**src/rtl/posit_mac_accum.sv**
```systemverilog
`default_nettype none
// posit_mac_accum -- exact posit products summed into a quire-style fixed-point accumulator.
// Rev 1.0
module posit_mac_accum #(
  parameter  int WIDTH = 8,
  parameter  int EXP   = 2,
  parameter  int GUARD = 8,
  localparam int REGI  = $clog2(WIDTH) + 1,
  localparam int MTS   = WIDTH - 3 - EXP,
  localparam int QFRAC = 2 * (WIDTH - 2) * (2 ** EXP),
  localparam int QINT  = QFRAC + 2,
  localparam int ACCW  = 1 + QINT + QFRAC + GUARD
) (
  input  logic              clk_i,
  input  logic              rst_i,
  input  logic              vld_i,
  input  logic              last_i,
  input  logic              sign_a_i,
  input  logic              sign_b_i,
  input  logic [REGI-1:0]   regi_a_i,
  input  logic [REGI-1:0]   regi_b_i,
  input  logic [EXP-1:0]    exp_a_i,
  input  logic [EXP-1:0]    exp_b_i,
  input  logic [MTS-1:0]    mts_a_i,
  input  logic [MTS-1:0]    mts_b_i,
  input  logic [1:0]        cls_a_i,
  input  logic [1:0]        cls_b_i,
  output logic [ACCW-1:0]   acc_o,
  output logic              acc_vld_o,
  output logic [GUARD:0]    cnt_o,
  output logic              nar_o,
  output logic              ovf_o
);

  localparam int SW = REGI + EXP + 2;
  localparam int PW = 2 * MTS + 2;
  localparam int CW = GUARD + 1;
  localparam logic [ACCW-1:0] ACC_MAX = {1'b0, {(ACCW-1){1'b1}}};
  localparam logic [ACCW-1:0] ACC_MIN = {1'b1, {(ACCW-1){1'b0}}};

  // stage 1: scale and mantissa product
  logic signed [SW-1:0] rsum;
  logic signed [SW-1:0] scale_in;
  logic [PW-1:0]        mprod_in;

  always_comb begin
    rsum     = SW'($signed(regi_a_i)) + SW'($signed(regi_b_i));
    scale_in = (rsum <<< EXP) + $signed(SW'(exp_a_i)) + $signed(SW'(exp_b_i));
    mprod_in = PW'({1'b1, mts_a_i}) * PW'({1'b1, mts_b_i});
  end

  logic                 s1_vld;
  logic                 s1_last;
  logic                 s1_sign;
  logic                 s1_zero;
  logic                 s1_nar;
  logic signed [SW-1:0] s1_scale;
  logic [PW-1:0]        s1_mprod;

  always_ff @(posedge clk_i) begin
    if (rst_i) begin
      s1_vld   <= 1'b0;
      s1_last  <= 1'b0;
      s1_sign  <= 1'b0;
      s1_zero  <= 1'b0;
      s1_nar   <= 1'b0;
      s1_scale <= '0;
      s1_mprod <= '0;
    end else begin
      s1_vld   <= vld_i;
      s1_last  <= vld_i & last_i;
      s1_sign  <= sign_a_i ^ sign_b_i;
      s1_zero  <= (cls_a_i == 2'b00) || (cls_b_i == 2'b00);
      s1_nar   <= cls_a_i[1] | cls_b_i[1];
      s1_scale <= scale_in;
      s1_mprod <= mprod_in;
    end
  end

  // stage 2: align the product so that bit 0 carries weight 2^-QFRAC
  logic signed [31:0] sh;
  logic [ACCW-1:0]    mag;
  logic [ACCW-1:0]    term_in;

  always_comb begin
    sh = 32'(s1_scale) + 32'(QFRAC - 2 * MTS);
    if (sh >= 0) begin
      mag = ACCW'(s1_mprod) << sh;
    end else begin
      mag = ACCW'(s1_mprod) >> (-sh);
    end
    term_in = s1_sign ? (-mag) : mag;
    if (s1_zero || s1_nar) begin
      term_in = '0;
    end
  end

  logic            s2_vld;
  logic            s2_last;
  logic            s2_nar;
  logic [ACCW-1:0] s2_term;

  always_ff @(posedge clk_i) begin
    if (rst_i) begin
      s2_vld  <= 1'b0;
      s2_last <= 1'b0;
      s2_nar  <= 1'b0;
      s2_term <= '0;
    end else begin
      s2_vld  <= s1_vld;
      s2_last <= s1_last;
      s2_nar  <= s1_nar;
      s2_term <= term_in;
    end
  end

  // stage 3: saturating accumulate with one extra bit to detect signed overflow
  logic [ACCW-1:0] acc;
  logic [CW-1:0]   cnt;
  logic            nar_st;
  logic            ovf_st;
  logic [ACCW:0]   sum;
  logic            beat_ovf;
  logic [ACCW-1:0] acc_next;
  logic [CW-1:0]   cnt_next;

  always_comb begin
    sum      = {acc[ACCW-1], acc} + {s2_term[ACCW-1], s2_term};
    beat_ovf = sum[ACCW] ^ sum[ACCW-1];
    acc_next = sum[ACCW-1:0];
    if (beat_ovf) begin
      acc_next = sum[ACCW] ? ACC_MIN : ACC_MAX;
    end
    cnt_next = (&cnt) ? cnt : cnt + 1'b1;
  end

  always_ff @(posedge clk_i) begin
    if (rst_i) begin
      acc       <= '0;
      cnt       <= '0;
      nar_st    <= 1'b0;
      ovf_st    <= 1'b0;
      acc_o     <= '0;
      acc_vld_o <= 1'b0;
      cnt_o     <= '0;
      nar_o     <= 1'b0;
      ovf_o     <= 1'b0;
    end else begin
      acc_vld_o <= 1'b0;
      if (s2_vld) begin
        if (s2_last) begin
          // report the closing group and start the next one from zero on the same edge
          acc_o     <= (nar_st | s2_nar) ? '0 : acc_next;
          cnt_o     <= cnt_next;
          nar_o     <= nar_st | s2_nar;
          ovf_o     <= ovf_st | beat_ovf;
          acc_vld_o <= 1'b1;
          acc       <= '0;
          cnt       <= '0;
          nar_st    <= 1'b0;
          ovf_st    <= 1'b0;
        end else begin
          acc    <= acc_next;
          cnt    <= cnt_next;
          nar_st <= nar_st | s2_nar;
          ovf_st <= ovf_st | beat_ovf;
        end
      end
    end
  end

endmodule
`default_nettype wire
```
**config.mk**
```make
export PLATFORM = sky130hd
export DESIGN_NAME = posit_mac_accum
export DESIGN_NICKNAME = d
export VERILOG_FILES = /design/src/rtl/posit_mac_accum.sv
export SDC_FILE = /design/constraint.sdc
export NUM_CORES = 1
export LEC_CHECK = 0
export ABC_CLOCK_PERIOD_IN_PS = 10200
export BUFFER_PORTS_ARGS = -buffer_cell sky130_fd_sc_hd__buf_2
export CORE_MARGIN = 4
export CORE_UTILIZATION = 30
export DETAILED_ROUTE_END_ITERATION = 8
export GPL_TIMING_DRIVEN = 0
export PLACE_DENSITY = 0.49
export SETUP_SLACK_MARGIN = 0.1
export SYNTH_ARGS = -nofsm -noshare
export SYNTH_HDL_FRONTEND = slang
export SYNTH_SLANG_ARGS = --single-unit
export TNS_END_PERCENT = 50
```
**constraint.sdc**
```tcl
create_clock -name clk_i -period 10.2 [get_ports clk_i]
set_input_delay 0 -clock clk_i [delete_from_list [all_inputs] [get_ports clk_i]]
set_output_delay 0 -clock clk_i [all_outputs]
set_load 0.01 [all_outputs]
```
==> reports/qor.yml <==
peakVddDrop_mv: 0.104
synth_edf_count: 0
p_sw_mw: 1.86
ys.flop_type: "dfxtp_1"
clockPowerShare_pct: 34.2
antenna_found_initial: 1
syn-cell-area_um2: 24700
cts_root_buf: "clkbuf_16"
min_path_cells: 5
grt_overflow: 0
min_path_type: "input port to register"
ys_ff_latch: 368
finalSetupViolations: 0
p_int_mw: 2.89
drc: 0
yosysMostFrequentCell: "nand2_1"
fin_crit_sh_pct: 79.9
final_nets: 3629
fillCellCount: 8894
grt_max_degree: 18
dp_hpwl_mm: 87.6
die_area_um2: 87200
drtIter0Drc: 2268
rsz0062_at_grt: "no"
cts.sinks: 368
clock_latency_ns: 0.60
io_pins: 147
cp-end-kind: "register"
grt_pass1_vias: 24200
placed_cells: 4447
crit_path_top_delay_cell: "nor4_2"
syn_nets: 3394
outcome: "completed"
total_power_mw: 4.75
cp.arrival_ns: 8.61
cp_max_fo: 10
ff2ff_setup_slack_ns: 2.05
cp_cell_sequence: "ha_1 > buf_2 > o21ai_0 > nor3_1 > nor2_1 > nor2_1 > clkbuf_1 > clkbuf_1 > nand3_1 > ha_1 > nand4_1 > nor3_1 > nor4b_1 > a31oi_1 > ha_1 > o21ai_0 > a211oi_1 > nand3_1 > nor4_2 > nand2b_1 > o31ai_1 > xnor2_1 > nor2_1"
skew_ns: 0.0310
cp_num_buf_inv: 3
cp-start-kind: "register"
yosysUniqueCellTypes: 99
synth_top_area_share_pct: 29.8
wirelength_mm: 110
grt_first_pass_wirelength_mm: 161
rows: 105
final_cells: 4560
seq_power_share_pct: 32.1
core-area_um2: 82000
cp.depth: 23
yosys.area.top_type: "dfxtp_1"
slew_headroom_pct: 3.65
cap_violations: 0
hold_viol: 0
postSynthCellCount: 3221
slowest_delay_ns: 0.93
yosys_warnings: 0
p_comb_share_pct: 33.7
r2r_cells: 23
worst_ep_required_time_ns: 10.67
cts_tree: "built"
h-tree-depth: 2
tightest_slew_ns: 1.44
drive_above_1_share_pct: 9.97
die_y_um: 295
period_needed_ns: 8.15
power_density_nw_per_um2: 165
placed_area_um2: 27000
viasPerCell: 5.54
p_leak_nw: 11.6
clock_path_buffers: 3
area_delta_synth_final_pct: 16.5
synth_sequential_area_ratio_pct: 29.8
antenna_left: 0
die_x_um: 295
drt-pass1-iter-count: 6
yosys-top-cells-count: "nand2_1, dfxtp_1, nor2_1"
crit_family: "simple AND/OR/NAND/NOR gates"
tns_ns: 0
synthTopCellsByArea: "dfxtp_1, ha_1, o21ai_0"
wl_per_cell_um: 24.2
grt_use_total_pct: 24.5
start_util_pct: 30.2
place.gp.congestion: 1.01
sw_frac_of_total_pct: 39.2
stdcell_area_um2: 28800
critPathKind: "register to register"
io_buffers: 146
cts_buffers: 46
via_count: 25300
finalMaxSlewViolations: 0
syn_area_per_cell_um2: 7.68
max_freq_mhz: 123
clk_pin_slew_ns: 0.06
async_reset_ff_share_pct: 0
## kinds of logic (layout without fill, tap and decap cells)
family	after synthesis	in the layout	share of synthesized area, %
other	0	1	0
muxes	37	37	1.95
adders and majority gates	147	147	7.65
buffers and inverters	290	558	4.69
xor gates and xnor gates	192	192	6.79
AOI/OAI and AO/OA	1061	1061	28.2
DFF	368	368	29.8
and+or+nand+nor	1126	1126	20.9
## state kept, by name (all words and copies together) (netlist names)
register   count
acc          107
acc_o        107
acc_vld_o      1
cnt            9
cnt_o          9
nar_o          1
nar_st         1
ovf_o          1
ovf_st         1
s1_last        1
s1_mprod       8
s1_nar         1
s1_scale       8
s1_sign        1
s1_vld         1
s1_zero        1
s2_last        1
s2_nar         1
s2_term      107
s2_vld         1
## worst register-to-register path: cells and delay by family (launching register included)
family                   cells  cell delay (ns)
AO/OA/AOI/OAI                5             1.50
buffers and inverters        3             1.08
AND/OR/NAND/NOR             11             3.91
flip-flops                   1             0.53
adder cells (fa/ha/maj)      3             0.82
XOR/XNOR                     1             0.20
## power groups by stage
stage	registers [mW]	logic [mW]	clock network, mW
2_1_floorplan	1.53	0.968	0
3_3_place_gp	1.56	1.53	0
3_5_place_dp	1.56	1.52	0
4_1_cts	1.53	1.54	1.67
5_1_grt	1.53	1.69	1.72
6_report	1.53	1.60	1.62
## final timing paths
path	end	startpoint
setup reg to reg	s2_term[78]	s1_scale[1]
hold reg to reg	s2_last	s1_last
setup / recovery	s2_term[78]	s1_scale[1]
hold / removal	s1_scale[4]	regi_a_i[0]
## metal layers
metal	wire length, um	vias to the layer above	global-route usage [%]
met1	50500	12100	33.8
met4	5170	2	10.1
met3	6690	194	3.83
li1	-	12200	-
met2	47800	859	38.4
met5	13	-	0
## stage by stage
stage / hold WS [ns] / util [%] / setup WS [ns]
3_3_place_gp: 0.224 / 32.7 / 0.401
5_1_grt: 0.0895 / 35.2 / 1.52
4_1_cts: 0.00400 / 35.2 / 2.20
2_1_floorplan: 0.114 / - / 4.64
3_5_place_dp: 0.223 / 33.0 / 2.19
6_report: 0.0319 / 35.2 / 2.05
## final cells by class
cell class	instances	area (um^2)	area share (%)
Tap cell	1070	1340	4.64
Antenna cell	1	2.50	0.00868
Buffer	222	906	3.14
Clock inverter	25	236	0.820
Inverter	68	255	0.885
Sequential cell	368	7370	25.5
Clock buffer	56	1260	4.36
Multi-Input combinational cell	2563	16300	56.5
Timing Repair Buffer	187	1190	4.12
## cell usage in the layout (no fill, tap or decap), types with 121 or more instances in the layout
cell type | netlist | final
buf_2 | 25 | 171
clkbuf_1 | 181 | 184
a21oi_1 | 246 | 245
nor2_1 | 366 | 365
o21ai_0 | 291 | 291
dfxtp_1 | 368 | 368
nand2_1 | 384 | 384
ha_1 | 137 | 137
xnor2_1 | 121 | 121
## what timing repair did
action	CTS	global route
gates resized for setup	0	0
hold endpoints to repair	16	0
setup buffers	0	0
hold buffers	31	0
No activity file was read; power rests on OpenSTA's default activity.
